`config.mk`:
```
export PLATFORM = sky130hd
export DESIGN_NAME = io_uart_controller_flat
export DESIGN_NICKNAME = d
export VERILOG_FILES = /design/src/rtl/io_uart_controller_pkg.sv /design/src/rtl/io_uart_controller_if.sv /design/src/rtl/io_uart_controller_sync_fifo.sv /design/src/rtl/io_uart_controller.sv /design/src/flat_wrapper.sv
export SDC_FILE = /design/constraint.sdc
export NUM_CORES = 1
export LEC_CHECK = 0
export ABC_AREA = 1
export CAP_MARGIN = 0
export CORE_ASPECT_RATIO = 0.75
export CORE_MARGIN = 2
export CORE_UTILIZATION = 57
export DETAILED_ROUTE_END_ITERATION = 7
export GPL_ROUTABILITY_DRIVEN = 0
export MAX_ROUTING_LAYER = met4
export PLACE_DENSITY = 0.87
export SLEW_MARGIN = 20
export SYNTH_ARGS = -nofsm -noshare
export SYNTH_HDL_FRONTEND = slang
export SYNTH_SLANG_ARGS = --single-unit
```
`constraint.sdc`:
```
create_clock -name clk -period 4.94 [get_ports clk]
set_input_delay 1.235 -clock clk [delete_from_list [all_inputs] [get_ports clk]]
set_output_delay 1.235 -clock clk [all_outputs]
set_load 0.05 [all_outputs]
```
`src/rtl/io_uart_controller_pkg.sv`:
```
// Shared types and constants for the IO UART controller: serialiser states,
// default IO addresses and status-register bit positions.
package io_uart_controller_pkg;

  typedef enum logic [2:0] {
    IDLE,
    START,
    DATA,
    PARITY,
    STOP
  } uart_state_t;

  localparam logic [31:0] DEF_IO_DATA_ADDR = 32'h0000_0FFC;
  localparam logic [31:0] DEF_IO_STAT_ADDR = 32'h0000_1FFC;

  localparam int unsigned STAT_TX_BUSY = 0;
  localparam int unsigned STAT_FULL    = 1;
  localparam int unsigned STAT_EMPTY   = 2;
  localparam int unsigned STAT_PENDING = 3;

endpackage

```
`src/rtl/io_uart_controller_if.sv`:
```
// Core-bus IO slave port: address/data/strobes from the core, read data and
// busy flags back to the bus decode.
interface io_uart_controller_if;
  logic [31:0] riscv_addr;
  logic [31:0] riscv_wdata;
  logic [3:0]  riscv_wmask;
  logic        riscv_rstrb;
  logic [31:0] io_rdata;
  logic        io_rbusy;
  logic        io_wbusy;

  modport master (
    output riscv_addr, riscv_wdata, riscv_wmask, riscv_rstrb,
    input  io_rdata, io_rbusy, io_wbusy
  );

  modport slave (
    input  riscv_addr, riscv_wdata, riscv_wmask, riscv_rstrb,
    output io_rdata, io_rbusy, io_wbusy
  );
endinterface

```
`src/rtl/io_uart_controller_sync_fifo.sv`:
```
// Single-clock circular FIFO with occupancy count. DEPTH must be a power of two;
// push is refused when full and pop when empty.
module io_uart_controller_sync_fifo #(
  parameter int unsigned WIDTH = 8,
  parameter int unsigned DEPTH = 8,
  localparam int unsigned AW = $clog2(DEPTH),
  localparam int unsigned CW = $clog2(DEPTH + 1)
) (
  input  logic             clk,
  input  logic             reset_n,
  input  logic             push,
  input  logic [WIDTH-1:0] push_data,
  input  logic             pop,
  output logic [WIDTH-1:0] pop_data,
  output logic             full,
  output logic             empty,
  output logic [CW-1:0]    count
);

  logic [WIDTH-1:0] mem_q [DEPTH];
  logic [AW-1:0]    wr_ptr_q, rd_ptr_q;
  logic [CW-1:0]    count_q;
  logic             do_push, do_pop;

  assign full     = (count_q == CW'(DEPTH));
  assign empty    = (count_q == '0);
  assign count    = count_q;
  assign pop_data = mem_q[rd_ptr_q];
  assign do_push  = push && !full;
  assign do_pop   = pop && !empty;

  always_ff @(posedge clk or negedge reset_n) begin
    if (!reset_n) begin
      wr_ptr_q <= '0;
      rd_ptr_q <= '0;
      count_q  <= '0;
    end else begin
      if (do_push) wr_ptr_q <= wr_ptr_q + AW'(1);
      if (do_pop)  rd_ptr_q <= rd_ptr_q + AW'(1);
      unique case ({do_push, do_pop})
        2'b10:   count_q <= count_q + CW'(1);
        2'b01:   count_q <= count_q - CW'(1);
        default: count_q <= count_q;
      endcase
    end
  end

  always_ff @(posedge clk) begin
    if (do_push) mem_q[wr_ptr_q] <= push_data;
  end

endmodule

```
`src/rtl/io_uart_controller.sv`:
```
// Memory-mapped UART transmitter: TX data/status registers, write stall via a
// pending byte, and an 8N1 serialiser (8E1 when IO_TX_PARITY_EN is defined).
module io_uart_controller
  import io_uart_controller_pkg::*;
#(
  parameter int unsigned CLK_FREQ_HZ  = 50000000,
  parameter int unsigned BAUD_RATE    = 115200,
  parameter int unsigned FIFO_DEPTH   = 8,
  parameter logic [31:0] IO_DATA_ADDR = DEF_IO_DATA_ADDR,
  parameter logic [31:0] IO_STAT_ADDR = DEF_IO_STAT_ADDR
) (
  input  logic                 clk,
  input  logic                 reset_n,
  io_uart_controller_if.slave  bus,
  output logic                 uart_tx,
  output logic                 io_irq
);

  localparam int unsigned DIV   = CLK_FREQ_HZ / BAUD_RATE;
  localparam int unsigned CNT_W = $clog2(DIV);
  localparam int unsigned FCW   = $clog2(FIFO_DEPTH + 1);

  uart_state_t      state_q, state_d;
  logic [CNT_W-1:0] baud_q, baud_d;
  logic [2:0]       bit_q, bit_d;
  logic [7:0]       shift_q, shift_d;
  logic             par_q, par_d;
  logic             pending_q, pending_d;
  logic [7:0]       pend_data_q, pend_data_d;
  logic [31:0]      rdata_q, rdata_d;

  logic             fifo_push, fifo_pop, fifo_full, fifo_empty;
  logic [7:0]       fifo_push_data, fifo_pop_data;
  logic [FCW-1:0]   fifo_count;
  logic             wr_req, tx_busy, baud_done;
  logic [31:0]      status;
  logic             unused_bus_bits;

  assign unused_bus_bits = ^{bus.riscv_wdata[31:8], bus.riscv_wmask[3:1]};

  io_uart_controller_sync_fifo #(
    .WIDTH (8),
    .DEPTH (FIFO_DEPTH)
  ) u_fifo (
    .clk       (clk),
    .reset_n   (reset_n),
    .push      (fifo_push),
    .push_data (fifo_push_data),
    .pop       (fifo_pop),
    .pop_data  (fifo_pop_data),
    .full      (fifo_full),
    .empty     (fifo_empty),
    .count     (fifo_count)
  );

  assign wr_req  = (bus.riscv_addr == IO_DATA_ADDR) && !bus.riscv_rstrb && bus.riscv_wmask[0];
  assign tx_busy = (state_q != IDLE) || (fifo_count != '0);
  assign io_irq  = (state_q == IDLE) && fifo_empty;

  assign bus.io_rdata = rdata_q;
  assign bus.io_rbusy = 1'b0;
  assign bus.io_wbusy = pending_q;

  // A held pending byte has priority; fresh writes are ignored until it drains.
  always_comb begin
    fifo_push      = 1'b0;
    fifo_push_data = pend_data_q;
    pending_d      = pending_q;
    pend_data_d    = pend_data_q;
    if (pending_q) begin
      if (!fifo_full) begin
        fifo_push = 1'b1;
        pending_d = 1'b0;
      end
    end else if (wr_req) begin
      if (!fifo_full) begin
        fifo_push      = 1'b1;
        fifo_push_data = bus.riscv_wdata[7:0];
      end else begin
        pending_d   = 1'b1;
        pend_data_d = bus.riscv_wdata[7:0];
      end
    end
  end

  always_comb begin
    status               = '0;
    status[STAT_TX_BUSY] = tx_busy;
    status[STAT_FULL]    = fifo_full;
    status[STAT_EMPTY]   = fifo_empty;
    status[STAT_PENDING] = pending_q;
    rdata_d              = rdata_q;
    if (bus.riscv_rstrb) begin
      if (bus.riscv_addr == IO_STAT_ADDR) begin
        rdata_d = status;
      end else if (bus.riscv_addr == IO_DATA_ADDR) begin
        rdata_d = '0;
      end
    end
  end

  assign baud_done = (baud_q == CNT_W'(DIV - 1));

  always_comb begin
    state_d  = state_q;
    baud_d   = baud_q;
    bit_d    = bit_q;
    shift_d  = shift_q;
    par_d    = par_q;
    fifo_pop = 1'b0;
    if (state_q != IDLE) begin
      baud_d = baud_done ? '0 : baud_q + CNT_W'(1);
    end
    unique case (state_q)
      IDLE: begin
        if (!fifo_empty) begin
          fifo_pop = 1'b1;
          shift_d  = fifo_pop_data;
          par_d    = ^fifo_pop_data;
          baud_d   = '0;
          bit_d    = '0;
          state_d  = START;
        end
      end
      START: begin
        if (baud_done) state_d = DATA;
      end
      DATA: begin
        if (baud_done) begin
          shift_d = {1'b0, shift_q[7:1]};
          if (bit_q == 3'd7) begin
`ifdef IO_TX_PARITY_EN
            state_d = PARITY;
`else
            state_d = STOP;
`endif
          end else begin
            bit_d = bit_q + 3'd1;
          end
        end
      end
      PARITY: begin
        if (baud_done) state_d = STOP;
      end
      STOP: begin
        if (baud_done) state_d = IDLE;
      end
      default: state_d = IDLE;
    endcase
  end

  always_comb begin
    unique case (state_q)
      START:   uart_tx = 1'b0;
      DATA:    uart_tx = shift_q[0];
      PARITY:  uart_tx = par_q;
      default: uart_tx = 1'b1;
    endcase
  end

  always_ff @(posedge clk or negedge reset_n) begin
    if (!reset_n) begin
      state_q     <= IDLE;
      baud_q      <= '0;
      bit_q       <= '0;
      shift_q     <= '0;
      par_q       <= 1'b0;
      pending_q   <= 1'b0;
      pend_data_q <= '0;
      rdata_q     <= '0;
    end else begin
      state_q     <= state_d;
      baud_q      <= baud_d;
      bit_q       <= bit_d;
      shift_q     <= shift_d;
      par_q       <= par_d;
      pending_q   <= pending_d;
      pend_data_q <= pend_data_d;
      rdata_q     <= rdata_d;
    end
  end

endmodule

```
`src/flat_wrapper.sv`:
```
// flat-port wrapper written by rule: the top's interface ports become plain ports
module io_uart_controller_flat import io_uart_controller_pkg::*;
#(
  parameter int unsigned CLK_FREQ_HZ  = 50000000,
  parameter int unsigned BAUD_RATE    = 115200,
  parameter int unsigned FIFO_DEPTH   = 8,
  parameter logic [31:0] IO_DATA_ADDR = DEF_IO_DATA_ADDR,
  parameter logic [31:0] IO_STAT_ADDR = DEF_IO_STAT_ADDR
)
  (clk, reset_n, uart_tx, io_irq, bus_riscv_addr, bus_riscv_wdata, bus_riscv_wmask, bus_riscv_rstrb, bus_io_rdata, bus_io_rbusy, bus_io_wbusy);
  io_uart_controller_if bus_i ();
  input  logic clk;
  input  logic reset_n;
  output logic uart_tx;
  output logic io_irq;
  input wire logic [$bits(bus_i.riscv_addr)-1:0] bus_riscv_addr;
  input wire logic [$bits(bus_i.riscv_wdata)-1:0] bus_riscv_wdata;
  input wire logic [$bits(bus_i.riscv_wmask)-1:0] bus_riscv_wmask;
  input wire logic [$bits(bus_i.riscv_rstrb)-1:0] bus_riscv_rstrb;
  output wire logic [$bits(bus_i.io_rdata)-1:0] bus_io_rdata;
  output wire logic [$bits(bus_i.io_rbusy)-1:0] bus_io_rbusy;
  output wire logic [$bits(bus_i.io_wbusy)-1:0] bus_io_wbusy;
  assign bus_i.riscv_addr = bus_riscv_addr;
  assign bus_i.riscv_wdata = bus_riscv_wdata;
  assign bus_i.riscv_wmask = bus_riscv_wmask;
  assign bus_i.riscv_rstrb = bus_riscv_rstrb;
  assign bus_io_rdata = bus_i.io_rdata;
  assign bus_io_rbusy = bus_i.io_rbusy;
  assign bus_io_wbusy = bus_i.io_wbusy;
  io_uart_controller #(.CLK_FREQ_HZ(CLK_FREQ_HZ), .BAUD_RATE(BAUD_RATE), .FIFO_DEPTH(FIFO_DEPTH), .IO_DATA_ADDR(IO_DATA_ADDR), .IO_STAT_ADDR(IO_STAT_ADDR)) u_core (.clk(clk), .reset_n(reset_n), .bus(bus_i), .uart_tx(uart_tx), .io_irq(io_irq));
endmodule
```
==> flow_summary.yaml, run 1 <==
die:
  initial_utilization: 0.595
  dieArea_sq_mm: 0.0111
  die-height_microns: 91.7
  ios: 107
  die_w_microns: 121
  fp.coreArea_sq_mm: 0.00981
  rows: 31
timing:
  slew_headroom: 0.425
  rsz0062_at_grt: "no"
  whs_ns: 0.475
  tns_ns: 0
  fin_crit_sh: 0.762
  final-hold-violation-count: 0
  worst_pin_slew_ns: 0.860
  maxSlewViolCount: 0
  fmaxAchievable_ghz: 0.266
  fin_skew_ns: 0.0124
  fin_crit_ns: 3.76
  setup_viol: 0
place:
  dpl.cell_count: 860
  port-buffer-count: 50
  place_hpwl_mm: 8.66
critical_path:
  worst_r2r_endpoint: "u_core.u_fifo.count[3]$_DFFE_PN0P_"
  cp_data_arrival_time_ns: 2.53
  worstPathRequired_ns: 3.70
  worstSetupPathType: "register to primary output"
  end_kind: "primary output"
  r2r.worst_path.cells: 11
  cp-start-kind: "register"
  crit_fanout: 12
  rrSetupSlack_ns: 2.23
  worstReg2RegStart: "u_core.state_q[1]$_DFFE_PN0P_"
synthesis:
  synth_area_sq_mm: 0.00584
  netlist_instances: 689
  synth_ff_type: "edfxtp_1"
  ys_ff_latch: 111
  async_reset_ff_frac: 0.423
  yosys_warnings: 0
  synth-edff-count: 64
  avgSynthCellArea_sq_um: 8.48
  synth.distinct_cells: 38
  ys_seq_area_frac: 0.531
clock_network:
  cts_sinks: 111
  clock_latency_ns: 0.35
  cts_resized: 0
  path_clk_slew_ns: 0.07
  cts_setup_buffers: 0
  postCtsHoldBufs: 0
  cts_buffers: 9
  clk_path_buf_depth: 2
  cts_tree: "built"
  htree_levels: 3
  clockRootBuffer: "clkbuf_16"
finish:
  layout_commonest_cell: "nand2_1"
  most-common-layout-cells: "nand2_1, inv_1, edfxtp_1, nand3_1, clkdlybuf4s50_1"
  diodes: 0
  drive_above_1_share: 0.0565
  final_cells: 876
  layout.nets: 819
  area_growth_pct: 13.6
global_route:
  grt_pass1_wl_mm: 20.4
  gr-total-overflow: 0
  antenna_found_initial: 0
  track_usage: 0.240
  grt_pass1_vias: 4406
  grt_max_degree: 48
min_path:
  hold_path_end: "u_core.pend_data_q[2]$_DFFE_PN0P_"
  worstHoldStart: "u_core.pend_data_q[2]$_DFFE_PN0P_"
  min_path_cells: 2
  min_path_type: "register to register"
outcome:
  outcome: "completed"
route:
  dr.pass1.iters: 5
  vias: 4593
  met1Wirelength_mm: 5.12
  routedWlPerCell_microns: 13.9
  met3WireLength_microns: 969
  drt_wl_total_mm: 12.2
  via_per_inst: 5.24
  dr.first_iter.drc_count: 485
  route.detailed.drc: 0
  ant_nets: 0
  route.met2.wl_mm: 5.98
  highest_layer: "met4"
pwr:
  power_mw: 1.76
  peakVddDrop_v: 0.000207
  powerDensity_mw_per_mm2: 265
  cellLeakagePower_nw: 3.20
run:
  cap_violations: 0
## where the power goes
part	internal, mW	switching (mW)	total (mW)
Combinational	0.0314	0.0640	0.0954
Sequential	0.972	0.000000000435	0.972
Clock	0.354	0.340	0.694
## cell usage after synthesis, types with 2 or more instances
| cell type | instances | area share |
|---|---|---|
| inv_2 | 5 | 0.0032 |
| nand2_1 | 242 | 0.16 |
| nand3_1 | 61 | 0.052 |
| clkbuf_1 | 2 | 0.0013 |
| nand2_2 | 4 | 0.0043 |
| dfrtp_1 | 47 | 0.20 |
| o22ai_1 | 5 | 0.0054 |
| nor2_4 | 2 | 0.0039 |
| nor3_1 | 8 | 0.0069 |
| nand2_4 | 2 | 0.0039 |
| ha_1 | 9 | 0.019 |
| a21oi_1 | 12 | 0.010 |
| nand4_1 | 5 | 0.0054 |
| inv_4 | 2 | 0.0021 |
| inv_1 | 92 | 0.059 |
| buf_2 | 11 | 0.0094 |
| xnor2_1 | 5 | 0.0075 |
| buf_4 | 30 | 0.039 |
| xor2_1 | 6 | 0.0090 |
| edfxtp_1 | 64 | 0.33 |
| o21ai_0 | 34 | 0.029 |
| nor2_1 | 25 | 0.016 |
## layer usage
metal / up-vias / global-route usage
met4: 0 / 0.0475
met5: - / -
li1: 2237 / -
met2: 218 / 0.398
met1: 2123 / 0.303
met3: 15 / 0.0578
## critical path, cell delays in order (launching register included)
cell and delay, ns:
dfrtp_1 0.58, nand2_2 0.10, nor2_1 0.47, inv_1 0.11
o21ai_0 0.16, inv_1 0.06, clkdlybuf4s50_1 0.69
## cell families after synthesis
kind of cell / after synthesis / synth area share
AND/OR/NAND/NOR: 357 / 0.265
buffers and inverters: 145 / 0.117
flip-flops: 111 / 0.531
AO/OA/AOI/OAI: 55 / 0.0519
XOR/XNOR: 11 / 0.0165
adder cells (fa/ha/maj): 9 / 0.0193
other: 1 / 0.000642
## how the worst max path moves through the flow
stage,startpoint,to,slack (ns),cells past startpoint
after floorplan,bus_riscv_addr[15],u_core.u_fifo.count[2]$_DFFE_PN0P_,1.75,13
after global placement,bus_riscv_addr[5],u_core.u_fifo.count[2]$_DFFE_PN0P_,1.16,14
after detailed placement,bus_riscv_addr[4],u_core.u_fifo.count[2]$_DFFE_PN0P_,1.0,14
after CTS,u_core.state_q[1]$_DFFE_PN0P_,uart_tx,1.17,6
after global routing,u_core.state_q[1]$_DFFE_PN0P_,uart_tx,1.02,6
final,u_core.state_q[1]$_DFFE_PN0P_,uart_tx,1.18,6
## state kept, by name, summed over array words and instances (netlist names)
name,flops
u_core.baud_q,9
u_core.bit_q,3
u_core.bus.io_rdata,4
u_core.bus.io_wbusy,1
u_core.par_q,1
u_core.pend_data_q,8
u_core.shift_q,8
u_core.state_q,3
u_core.u_fifo.count,4
u_core.u_fifo.mem_q,64
u_core.u_fifo.rd_ptr_q,3
u_core.u_fifo.wr_ptr_q,3
## per-stage QoR
stage / setup slack, ns / instance area [sq um] / utilization
6_report: 1.18 / 6630 / 0.676
3_5_place_dp: 1.00 / 6350 / 0.647
5_1_grt: 1.02 / 6630 / 0.676
4_1_cts: 1.17 / 6630 / 0.676
3_3_place_gp: 1.16 / 6350 / 0.647
2_1_floorplan: 1.75 / 5940 / -
## final cells by class
class | instances | area [sq um]
Clock inverter | 5 | 47.5
Timing Repair Buffer | 55 | 536
Tap cell | 132 | 165
Inverter | 101 | 389
Sequential cell | 111 | 3100
Multi-Input combinational cell | 461 | 2170
Clock buffer | 11 | 233
Fill cell | 723 | 3180
Note: power is estimated with default switching activity, not from simulation.
==> run 2: changes to the inputs <==
Settings changed: CORE_UTILIZATION 57 to 48, PLACE_DENSITY 0.87 to 0.78.
Clock period 4.94 ns to 3.2 ns, I/O delays scaled along.
==> run 2 against run 1 <==
Die area up 18%. Setup slack worse by 1.0 ns. Clock power up 93%. Power up 70%. Critical path depth down 2. Design area up 3.1%. First-iteration DRC count down 28%. Via count down 3.0%. Clock-buffer cell count down 2. Sequential cell count unchanged. Cell count up 4.7%. Non-clock buffer count up 11.
==> flow_summary.yaml, run 2 (synthesized netlist as in run 1, its figures left out) <==
outcome:
  outcome: "completed"
critical_path:
  worstSetupPathType: "register to primary output"
  crit_fanout: 12
  end_kind: "primary output"
  worstPathRequired_ns: 2.40
  cp_data_arrival_time_ns: 2.26
  cp-start-kind: "register"
route:
  dr.first_iter.drc_count: 347
  ant_nets: 0
  vias: 4456
  route.detailed.drc: 0
  drt_wl_total_mm: 11.7
  routedWlPerCell_microns: 12.7
  via_per_inst: 4.86
  dr.pass1.iters: 5
timing:
  fmaxAchievable_ghz: 0.327
  fin_skew_ns: 0.00688
  setup_viol: 0
  whs_ns: 0.453
  slew_headroom: 0.595
  maxSlewViolCount: 0
  fin_crit_sh: 0.957
  final-hold-violation-count: 0
  fin_crit_ns: 3.06
  rsz0062_at_grt: "no"
  worst_pin_slew_ns: 0.608
die:
  fp.coreArea_sq_mm: 0.0117
  ios: 107
  initial_utilization: 0.497
  die_w_microns: 131
  die-height_microns: 99.5
  rows: 34
  dieArea_sq_mm: 0.0131
clock_network:
  cts_buffers: 9
  cts_resized: 0
  cts_sinks: 111
  clockRootBuffer: "clkbuf_16"
  cts_tree: "built"
  path_clk_slew_ns: 0.07
  htree_levels: 3
  postCtsHoldBufs: 0
  clk_path_buf_depth: 2
  cts_setup_buffers: 0
  clock_latency_ns: 0.35
global_route:
  grt_max_degree: 48
  grt_pass1_wl_mm: 20.0
  track_usage: 0.196
  gr-total-overflow: 0
  antenna_found_initial: 0
  grt_pass1_vias: 4302
finish:
  largest_register_ffs: 64
  area_growth_pct: 17.2
  diodes: 0
  layout_commonest_cell: "nand2_1"
  layout.nets: 830
  drive_above_1_share: 0.0728
  largestRegisters: "u_core.u_fifo.mem_q (64), u_core.baud_q (9)"
  top_register: "u_core.u_fifo.mem_q"
  most-common-layout-cells: "nand2_1, inv_1, edfxtp_1, nand3_1, clkdlybuf4s50_1"
min_path:
  min_path_type: "primary input to async pin"
pwr:
  powerDensity_mw_per_mm2: 437
  peakVddDrop_v: 0.000289
  power_mw: 2.99
  cellLeakagePower_nw: 3.29
place:
  port-buffer-count: 50
  place_hpwl_mm: 8.58
run:
  cap_violations: 0
## run 2: cell count changes in the layout (fill, tap and decap cells not counted)
cell | previous run | this run
buf_4 | 6 | 17
bufinv_16 | 0 | 4
clkbuf_1 | 2 | 0
clkinv_2 | 0 | 1
inv_6 | 3 | 1
inv_8 | 2 | 1
## run 2: cell type report
class	count	area (sq um)
inverters	101	389
multi-input cells	461	2170
flip-flops and latches	111	3100
repair buffers	66	618
clock inverters	7	144
well taps	162	203
clock buffers	9	225
fillers	967	4900
## run 2: path summary, 6_finish.rpt
kind	startpoint	end	slack [ns]	cells past startpoint
max	u_core.state_q[1]$_DFFE_PN0P_	io_irq	0.14	4
min	reset_n	u_core.shift_q[3]$_DFFE_PN0P_	0.45	1
max in group asynchronous	reset_n	u_core.pend_data_q[2]$_DFFE_PN0P_	2.32	1
max reg2reg	u_core.state_q[1]$_DFFE_PN0P_	u_core.u_fifo.count[2]$_DFFE_PN0P_	0.52	12
min reg2reg	u_core.pend_data_q[6]$_DFFE_PN0P_	u_core.pend_data_q[6]$_DFFE_PN0P_	0.47	2
min in group clk	u_core.pend_data_q[6]$_DFFE_PN0P_	u_core.pend_data_q[6]$_DFFE_PN0P_	0.47	2
## run 2: power by group
part            switching, mW  internal [mW]
logic                  0.0977         0.0484
clock network           0.495          0.848
registers      0.000000000649           1.50
## run 2: worst max-delay path, stage by stage, from the launching register on
cell and delay, ns:
dfrtp_1 0.52, inv_1 0.22, nand2_4 0.12, nor2_8 0.20, clkdlybuf4s50_1 0.83
## run 2: per-layer routing
| layer | share of wire | global-route usage | wire length (microns) | vias to the layer above |
|---|---|---|---|---|
| li1 | - | - | - | 2253 |
| met1 | 0.46 | 0.254 | 5350 | 2072 |
| met2 | 0.48 | 0.319 | 5650 | 119 |
| met3 | 0.047 | 0.0372 | 550 | 12 |
| met4 | 0.0089 | 0.0543 | 104 | 0 |
| met5 | 0 | - | 0 | - |
## run 2: through the flow
| step | std cells | utilization | area, sq um | worst slack (ns) | TNS (ns) |
|---|---|---|---|---|---|
| 3_3_place_gp | 901 | 0.551 | 6470 | 0.0439 | 0 |
| 2_1_floorplan | 717 | - | 5940 | 0.445 | 0 |
| 6_report | 917 | 0.583 | 6840 | 0.139 | 0 |
| 5_1_grt | 917 | 0.583 | 6840 | 0.0213 | 0 |
| 3_5_place_dp | 901 | 0.551 | 6470 | -0.0850 | -0.0850 |
| 4_1_cts | 917 | 0.583 | 6840 | 0.130 | 0 |
